**src/rtl/rv_div_pkg.sv**
```systemverilog
`default_nettype none
// ============================================================================
// Module      : rv_div_pkg
// Description : Shared types and constants for the RV32M iterative divider.
//               Op encoding follows funct3[1:0] of DIV/DIVU/REM/REMU:
//               bit 0 set means unsigned, bit 1 set means remainder.
// Revision    : 1.0 - initial release
// ============================================================================
package rv_div_pkg;

   typedef enum logic [1:0] {
      DIV  = 2'b00,
      DIVU = 2'b01,
      REM  = 2'b10,
      REMU = 2'b11
   } div_op_e;

   typedef enum logic [1:0] {
      IDLE = 2'b00,
      CALC = 2'b01,
      DONE = 2'b10
   } div_state_e;

   localparam int DIV_DATA_WIDTH = 32;
   localparam int DIV_CNT_WIDTH  = 6;

   localparam logic [DIV_DATA_WIDTH-1:0] MIN_INT  = {1'b1, {(DIV_DATA_WIDTH-1){1'b0}}};
   localparam logic [DIV_DATA_WIDTH-1:0] ALL_ONES = {DIV_DATA_WIDTH{1'b1}};

endpackage
`default_nettype wire

```
**src/rtl/rv_div_step.sv**
```systemverilog
`default_nettype none
// ============================================================================
// Module      : rv_div_step
// Description : One combinational restoring-division iteration. Shifts the
//               next dividend bit (MSB of the quotient register) into the
//               partial remainder, trial-subtracts the divisor and keeps the
//               difference only if it is non-negative. The quotient register
//               shifts left, taking the new quotient bit in its LSB.
// Ports       : prem      in  DATA_WIDTH+1  current partial remainder
//               quo       in  DATA_WIDTH    dividend bits / quotient so far
//               dvsr      in  DATA_WIDTH    divisor magnitude
//               prem_nxt  out DATA_WIDTH+1  next partial remainder
//               quo_nxt   out DATA_WIDTH    next quotient register
// Revision    : 1.0 - initial release
// ============================================================================
module rv_div_step #(
   parameter int DATA_WIDTH = 32
) (
   input  logic [DATA_WIDTH:0]   prem,
   input  logic [DATA_WIDTH-1:0] quo,
   input  logic [DATA_WIDTH-1:0] dvsr,
   output logic [DATA_WIDTH:0]   prem_nxt,
   output logic [DATA_WIDTH-1:0] quo_nxt
);

   // One guard bit above the partial remainder so the trial difference
   // carries an unambiguous sign bit.
   logic [DATA_WIDTH+1:0] w_shift;
   logic [DATA_WIDTH+1:0] w_diff;

   assign w_shift = {prem, quo[DATA_WIDTH-1]};
   assign w_diff  = w_shift - {2'b00, dvsr};

   always_comb begin
      prem_nxt = w_shift[DATA_WIDTH:0];
      quo_nxt  = {quo[DATA_WIDTH-2:0], 1'b0};
      if (!w_diff[DATA_WIDTH+1]) begin
         prem_nxt = w_diff[DATA_WIDTH:0];
         quo_nxt  = {quo[DATA_WIDTH-2:0], 1'b1};
      end
   end

endmodule
`default_nettype wire

```
**src/rtl/rv_div_unit.sv**
```systemverilog
`default_nettype none
// ============================================================================
// Module      : rv_div_unit
// Description : Iterative radix-2 restoring divider for RV32M DIV/DIVU/REM/
//               REMU. Divide-by-zero and signed overflow are resolved at
//               accept time (one-cycle latency); all other operations take
//               DATA_WIDTH iteration cycles. Result is registered and held
//               until consumed.
// Ports       : clk          in  1   clock, rising edge
//               rst_n        in  1   asynchronous active-low reset
//               flush        in  1   kill in-flight op, highest priority
//               start_valid  in  1   operands/op valid
//               start_ready  out 1   unit idle, can accept
//               op           in  2   00 DIV, 01 DIVU, 10 REM, 11 REMU
//               dividend     in  W   rs1
//               divisor      in  W   rs2
//               res_valid    out 1   result valid
//               res_ready    in  1   writeback consumes result
//               result       out W   quotient or remainder
//               busy         out 1   unit not idle
// Revision    : 1.0 - initial release
// ============================================================================
module rv_div_unit
   import rv_div_pkg::*;
#(
   parameter int DATA_WIDTH = DIV_DATA_WIDTH
) (
   input  logic                  clk,
   input  logic                  rst_n,
   input  logic                  flush,
   input  logic                  start_valid,
   output logic                  start_ready,
   input  logic [1:0]            op,
   input  logic [DATA_WIDTH-1:0] dividend,
   input  logic [DATA_WIDTH-1:0] divisor,
   output logic                  res_valid,
   input  logic                  res_ready,
   output logic [DATA_WIDTH-1:0] result,
   output logic                  busy
);

   // Width-matched copies of the package constants.
   localparam logic [DATA_WIDTH-1:0]    MIN_INT_W  = {1'b1, {(DATA_WIDTH-1){1'b0}}};
   localparam logic [DATA_WIDTH-1:0]    ALL_ONES_W = {DATA_WIDTH{1'b1}};
   localparam logic [DIV_CNT_WIDTH-1:0] LAST_STEP  = DIV_CNT_WIDTH'(DATA_WIDTH - 1);

   div_state_e                r_state;
   div_state_e                w_state_nxt;
   div_op_e                   w_op_in;
   div_op_e                   r_op;
   logic                      r_neg_q;
   logic                      r_neg_r;
   logic [DATA_WIDTH:0]       r_prem;
   logic [DATA_WIDTH-1:0]     r_quo;
   logic [DATA_WIDTH-1:0]     r_dvsr;
   logic [DIV_CNT_WIDTH-1:0]  r_cnt;
   logic [DATA_WIDTH-1:0]     r_result;

   logic                      w_signed;
   logic                      w_is_rem;
   logic                      w_accept;
   logic                      w_div_zero;
   logic                      w_overflow;
   logic                      w_special;
   logic [DATA_WIDTH-1:0]     w_special_res;
   logic [DATA_WIDTH-1:0]     w_dvd_mag;
   logic [DATA_WIDTH-1:0]     w_dvs_mag;
   logic                      w_last;
   logic [DATA_WIDTH:0]       w_prem_nxt;
   logic [DATA_WIDTH-1:0]     w_quo_nxt;
   logic [DATA_WIDTH-1:0]     w_q_fix;
   logic [DATA_WIDTH-1:0]     w_r_fix;
   logic [DATA_WIDTH-1:0]     w_final;

   // ------------------------------------------------------------------------
   // Status outputs, decoded from state
   // ------------------------------------------------------------------------
   assign start_ready = (r_state == IDLE);
   assign res_valid   = (r_state == DONE);
   assign busy        = (r_state != IDLE);
   assign result      = r_result;

   // ------------------------------------------------------------------------
   // Accept-time decode
   // ------------------------------------------------------------------------
   assign w_op_in    = div_op_e'(op);
   assign w_signed   = ~op[0];
   assign w_is_rem   = op[1];
   assign w_accept   = start_valid & start_ready & ~flush;
   assign w_div_zero = (divisor == '0);
   assign w_overflow = w_signed & (dividend == MIN_INT_W) & (divisor == ALL_ONES_W);
   assign w_special  = w_div_zero | w_overflow;

   always_comb begin
      w_special_res = '0;
      if (w_div_zero) begin
         w_special_res = w_is_rem ? dividend : ALL_ONES_W;
      end else begin
         w_special_res = w_is_rem ? '0 : MIN_INT_W;
      end
   end

   // MIN_INT negates to itself, which is its correct unsigned magnitude.
   assign w_dvd_mag = (w_signed & dividend[DATA_WIDTH-1]) ? -dividend : dividend;
   assign w_dvs_mag = (w_signed & divisor[DATA_WIDTH-1])  ? -divisor  : divisor;

   // ------------------------------------------------------------------------
   // Iteration datapath and sign fixup
   // ------------------------------------------------------------------------
   rv_div_step #(
      .DATA_WIDTH (DATA_WIDTH)
   ) u_step (
      .prem     (r_prem),
      .quo      (r_quo),
      .dvsr     (r_dvsr),
      .prem_nxt (w_prem_nxt),
      .quo_nxt  (w_quo_nxt)
   );

   assign w_last  = (r_state == CALC) && (r_cnt == LAST_STEP);
   assign w_q_fix = r_neg_q ? -w_quo_nxt : w_quo_nxt;
   assign w_r_fix = r_neg_r ? -w_prem_nxt[DATA_WIDTH-1:0] : w_prem_nxt[DATA_WIDTH-1:0];
   assign w_final = ((r_op == REM) || (r_op == REMU)) ? w_r_fix : w_q_fix;

   // ------------------------------------------------------------------------
   // FSM
   // ------------------------------------------------------------------------
   always_ff @(posedge clk or negedge rst_n) begin
      if (!rst_n) begin
         r_state <= IDLE;
      end else begin
         r_state <= w_state_nxt;
      end
   end

   always_comb begin
      w_state_nxt = r_state;
      if (flush) begin
         w_state_nxt = IDLE;
      end else begin
         case (r_state)
            IDLE: if (start_valid) w_state_nxt = w_special ? DONE : CALC;
            CALC: if (r_cnt == LAST_STEP) w_state_nxt = DONE;
            DONE: if (res_ready) w_state_nxt = IDLE;
            default: w_state_nxt = IDLE;
         endcase
      end
   end

   // ------------------------------------------------------------------------
   // Operand, iteration and result registers
   // ------------------------------------------------------------------------
   always_ff @(posedge clk or negedge rst_n) begin
      if (!rst_n) begin
         r_op     <= DIV;
         r_neg_q  <= 1'b0;
         r_neg_r  <= 1'b0;
         r_prem   <= '0;
         r_quo    <= '0;
         r_dvsr   <= '0;
         r_cnt    <= '0;
         r_result <= '0;
      end else if (w_accept) begin
         r_op    <= w_op_in;
         r_neg_q <= (w_op_in == DIV) & (dividend[DATA_WIDTH-1] ^ divisor[DATA_WIDTH-1]);
         r_neg_r <= (w_op_in == REM) & dividend[DATA_WIDTH-1];
         r_prem  <= '0;
         r_quo   <= w_dvd_mag;
         r_dvsr  <= w_dvs_mag;
         r_cnt   <= '0;
         if (w_special) begin
            r_result <= w_special_res;
         end
      end else if ((r_state == CALC) && !flush) begin
         // A flush on the final step must leave the old result untouched.
         r_prem <= w_prem_nxt;
         r_quo  <= w_quo_nxt;
         r_cnt  <= r_cnt + DIV_CNT_WIDTH'(1);
         if (w_last) begin
            r_result <= w_final;
         end
      end
   end

endmodule
`default_nettype wire

```
**config.mk**
```make
export PLATFORM = sky130hd
export DESIGN_NAME = rv_div_unit
export DESIGN_NICKNAME = d
export VERILOG_FILES = /design/src/rtl/rv_div_pkg.sv /design/src/rtl/rv_div_step.sv /design/src/rtl/rv_div_unit.sv
export SDC_FILE = /design/constraint.sdc
export NUM_CORES = 1
export LEC_CHECK = 0
export ABC_CLOCK_PERIOD_IN_PS = 14600
export BUFFER_PORTS_ARGS = -buffer_cell sky130_fd_sc_hd__buf_2
export CAP_MARGIN = 10
export CORE_MARGIN = 5
export CORE_UTILIZATION = 45
export DETAILED_ROUTE_END_ITERATION = 8
export GPL_ROUTABILITY_DRIVEN = 0
export SYNTH_ARGS = -nofsm -noshare
export SYNTH_HDL_FRONTEND = slang
export SYNTH_SLANG_ARGS = --single-unit
```
**constraint.sdc**
```tcl
create_clock -name clk -period 14.6 [get_ports clk]
set_clock_uncertainty 0.2 [all_clocks]
set_input_delay 1.46 -clock clk [delete_from_list [all_inputs] [get_ports clk]]
set_output_delay 1.46 -clock clk [all_outputs]
set_load 0.005 [all_outputs]
```
==> flow_summary.yaml <==
clocking:
  cts_tree: "done"
  clock_insertion_delay_at_the_later_pin_of_the_skew_report_ps: 440
  cts-root-buf: "sky130_fd_sc_hd__clkbuf_16"
  clkSlewWorstSetupHoldPaths_ps: 70
  postCtsResizedCells: 0
  cts_setup_buffers: 0
  tritoncts.num_buffers: 17
  cts_num_sinks: 140
  htree_num_levels: 4
  cts_buffer_depth: 2
  cts_hold_repair.buffers: 0
timing:
  setup_viol: 0
  fin_setup_tns_ps: 0
  timing.final.max_slew_violations: 0
  worstMarginPinSlew_ps: 1178
  rsz0062_at_grt: "no"
  slew-limit-headroom_pct: 21.44
  period_share_pct: 39.21
  hold_viol: 0
  min_tclk_post_route_ps: 5725
  fmax_mhz: 174.7
power_and_ir_drop:
  clkPwrFrac_pct: 17.8
  seq_power_share_pct: 21.9
  power_frac_comb_pct: 60.3
  power_per_cell_area_nw_per_um2: 203.5
  cellLeakagePower_nw: 5.618
  power.ir.vdd_worst_mv: 0.1235
  switching_power_mw: 1.368
  power.share.switching_pct: 51.01
  p_int_mw: 1.314
drt:
  vias: 11810
  drt-initial-drc-count: 1189
  iteration_count_of_the_initial_detailed_routing_pass: 5
  vias_per_std_cell: 6.113
  average_wire_per_standard_cell_um: 20.58
  drtAntennaViolNets: 0
  route.final.wire_length_um: 39770
  detail_route.drc_violations: 0
critical_path:
  timing.critical_path.buf_inv: 2
  worst-setup-path-type: "flop to flop"
  crit_fanout: 31
  critPathSlowestCell: "sky130_fd_sc_hd__o31a_1"
  timing.critical_path.required_ps: 14690
  reg2reg_from: "r_prem[6]"
  timing.critical_path.cells: "ha_1 > nand2_1 > o21ai_2 > a211oi_2 > a311oi_4 > o31a_1 > nor2_4 > inv_2 > mux2i_1 > ha_1 > inv_1 > nor2_1 > and4_1 > a41oi_1 > or3_1 > o21ai_1 > xnor2_1 > o211ai_2"
  cpPeakStageDelay_ps: 580
  setup.worst_path.start: "r_prem[6]"
  arrival_ps: 5820
  most_common_cell_on_crit_path: "sky130_fd_sc_hd__ha_1"
  critical_path.top_delay_family: "compound AO/OA/AOI/OAI gates"
  crit_path_end_kind: "flop"
  timing.critical_path.from_type: "flop"
yosys:
  count_of_flip_flops_with_a_built_in_enable_after_synthesis: 0
  synth_top_family_by_area: "compound AO/OA/AOI/OAI gates"
  syn_area_um2: 11850
  synthTopCellsByArea: "sky130_fd_sc_hd__dfrtp_1 (30%), sky130_fd_sc_hd__nand2_1 (7.0%), sky130_fd_sc_hd__o21ai_0 (7.0%)"
  synthXorXnorAreaFrac_pct: 9.831
  synthArstFlopShare_pct: 100.0
  synth-seq-cells: 140
  syn-instance-count: 1533
  synth_warnings: 0
  synth-compound-area-share_pct: 26.68
  seq_area_frac_synth_pct: 29.57
  post_synth.cell_area_avg_um2: 7.729
  synth.net_count: 1643
  synth_adder_area_share_pct: 4.182
  synthSimpleGateAreaFrac_pct: 22.00
  synth-main-ff-cell: "sky130_fd_sc_hd__dfrtp_1"
  dominant_cell_type_by_area_after_synthesis: "sky130_fd_sc_hd__dfrtp_1"
  ys_types: 87
  post_synth_mux_area_share_pct: 2.555
  share_of_the_synthesized_area_in_the_top_cell_type_pct: 29.57
die:
  fp.dieH_um: 172.3
  io_pins: 106
  row_count: 59
  die_w_um: 172.3
  die_footprint_um2: 29680
  initial_cell_density_of_the_core_pct: 45.60
  fp.coreArea_um2: 25980
finish:
  layout.core_utilization_pct: 50.71
  layout.nets: 1694
  final_area_um2: 13180
  layout_common_cells: "sky130_fd_sc_hd__nand2_1 (222), sky130_fd_sc_hd__o21ai_0 (166), sky130_fd_sc_hd__dfrtp_1 (140)"
  antenna_cells: 0
  num-fill-cells: 2567
  syn_to_final_growth_pct: 11.21
  final_layout_size_suffix_gt1_share_pct: 12.27
  layout.cells.most_common: "sky130_fd_sc_hd__nand2_1"
grt:
  antenna_found_initial: 0
  grt_pass1_vias: 11130
  grt_pass1_wl_um: 62160
  grt_overflow: 0
  grt_start_max_net_pins: 94
  grt_util_all_layers_pct: 26.67
placed_design:
  detailed_place_hpwl_um: 29660
  placed_cell_area_um2: 12550
  port_buffers: 105
min_path:
  hold_path_class: "flop to flop"
  hold_start: "result[10]"
run_status:
  run_status: "complete, no violations"
job:
  maxCapViolCount: 0
## synthesized netlist by cell type (6+ instances only)
master	count
sky130_fd_sc_hd__a21oi_1	100
sky130_fd_sc_hd__clkbuf_1	63
sky130_fd_sc_hd__and3_1	14
sky130_fd_sc_hd__a22oi_1	6
sky130_fd_sc_hd__nand4_1	17
sky130_fd_sc_hd__nand2_1	222
sky130_fd_sc_hd__nand2b_1	10
sky130_fd_sc_hd__xor2_1	58
sky130_fd_sc_hd__inv_1	63
sky130_fd_sc_hd__o21ai_1	16
sky130_fd_sc_hd__a31oi_1	41
sky130_fd_sc_hd__xnor2_1	75
sky130_fd_sc_hd__nand3_1	31
sky130_fd_sc_hd__nor2b_1	8
sky130_fd_sc_hd__a21boi_0	6
sky130_fd_sc_hd__nor4_1	15
sky130_fd_sc_hd__nor2_1	128
sky130_fd_sc_hd__buf_2	11
sky130_fd_sc_hd__buf_1	6
sky130_fd_sc_hd__or4_1	12
sky130_fd_sc_hd__o21ai_0	166
sky130_fd_sc_hd__nor3_1	32
sky130_fd_sc_hd__a311oi_1	9
sky130_fd_sc_hd__a211oi_1	12
sky130_fd_sc_hd__mux2i_1	28
sky130_fd_sc_hd__a22o_1	7
sky130_fd_sc_hd__o31ai_1	22
sky130_fd_sc_hd__and4_1	6
sky130_fd_sc_hd__ha_1	38
sky130_fd_sc_hd__a21o_1	12
sky130_fd_sc_hd__o211ai_1	14
sky130_fd_sc_hd__or2_2	6
sky130_fd_sc_hd__dfrtp_1	140
sky130_fd_sc_hd__o41ai_1	11
sky130_fd_sc_hd__or3_1	23
## power groups by stage
stage	Combinational [mW]	Clock, mW	Sequential (mW)
after floorplan	1.21	0	0.547
after global placement	1.58	0	0.587
after detailed placement	1.59	0	0.589
after CTS	1.60	0.481	0.582
after global routing	1.77	0.495	0.597
final	1.62	0.477	0.587
## kinds of logic (layout without fill, tap and decap cells)
family	after synthesis	after routing
AOI/OAI and AO/OA	490	490
xor gates and xnor gates	133	133
adders and majority gates	39	39
DFF	140	140
muxes	30	30
buffers and inverters	151	215
and+or+nand+nor	550	550
## worst register-to-register path: stages (launching register included)
cell and delay, ps:
sky130_fd_sc_hd__dfrtp_1 430, sky130_fd_sc_hd__ha_1 460, sky130_fd_sc_hd__nand2_1 150, sky130_fd_sc_hd__o21ai_2 390, sky130_fd_sc_hd__a211oi_2 220, sky130_fd_sc_hd__a311oi_4 410, sky130_fd_sc_hd__o31a_1 580, sky130_fd_sc_hd__nor2_4 90
sky130_fd_sc_hd__inv_2 440, sky130_fd_sc_hd__mux2i_1 350, sky130_fd_sc_hd__ha_1 270, sky130_fd_sc_hd__inv_1 70, sky130_fd_sc_hd__nor2_1 130, sky130_fd_sc_hd__and4_1 280, sky130_fd_sc_hd__a41oi_1 240, sky130_fd_sc_hd__or3_1 430
sky130_fd_sc_hd__o21ai_1 170, sky130_fd_sc_hd__xnor2_1 160, sky130_fd_sc_hd__o211ai_2 100
## registers in the layout, summed over array words and instances, names as in the netlist
register	flops
result	32
r_prem	33
r_dvsr	32
r_quo	32
r_op	1
r_cnt	6
r_neg_q	1
r_state	2
r_neg_r	1
## layer usage
| metal | share of wire (%) | track usage, % | vias up |
|---|---|---|---|
| li1 | - | - | 5636 |
| met4 | 2.5 | 7.314 | 0 |
| met2 | 45 | 41.63 | 460 |
| met3 | 7.5 | 5.281 | 66 |
| met1 | 45 | 37.87 | 5648 |
| met5 | 0 | 0 | - |
## layout make-up
type / instances / area [um^2] / area share [%]
clock buffers: 18 / 439.2 / 3.333
clock inverters: 14 / 187.7 / 1.424
inverters: 64 / 240.2 / 1.823
multi-input cells: 1242 / 7751 / 58.82
flip-flops and latches: 140 / 3503 / 26.59
well taps: 335 / 419.2 / 3.181
repair buffers: 119 / 636.9 / 4.833
## path summary, 6_finish.rpt
path / to / slack, ps / cells past startpoint
setup / recovery: result[24] / 8880 / 18
hold / removal: result[10] / 270 / 2
setup reg to reg: result[24] / 8880 / 18
hold reg to reg: result[10] / 270 / 2
max in group asynchronous: r_quo[10] / 12030 / 2
min in group asynchronous: r_prem[21] / 920 / 1
## through the flow
stage	power (mW)	setup slack, ps	cells	hold slack, ps
floorplan	1.761	9806	1533	249.8
global placement	2.168	9154	1900	248.8
detailed placement	2.177	9063	1900	258.0
CTS	2.660	9020	1932	275.9
global route	2.865	8552	1932	284.2
finish	2.682	8875	1932	270.8
(Power assumes the default switching activity.)
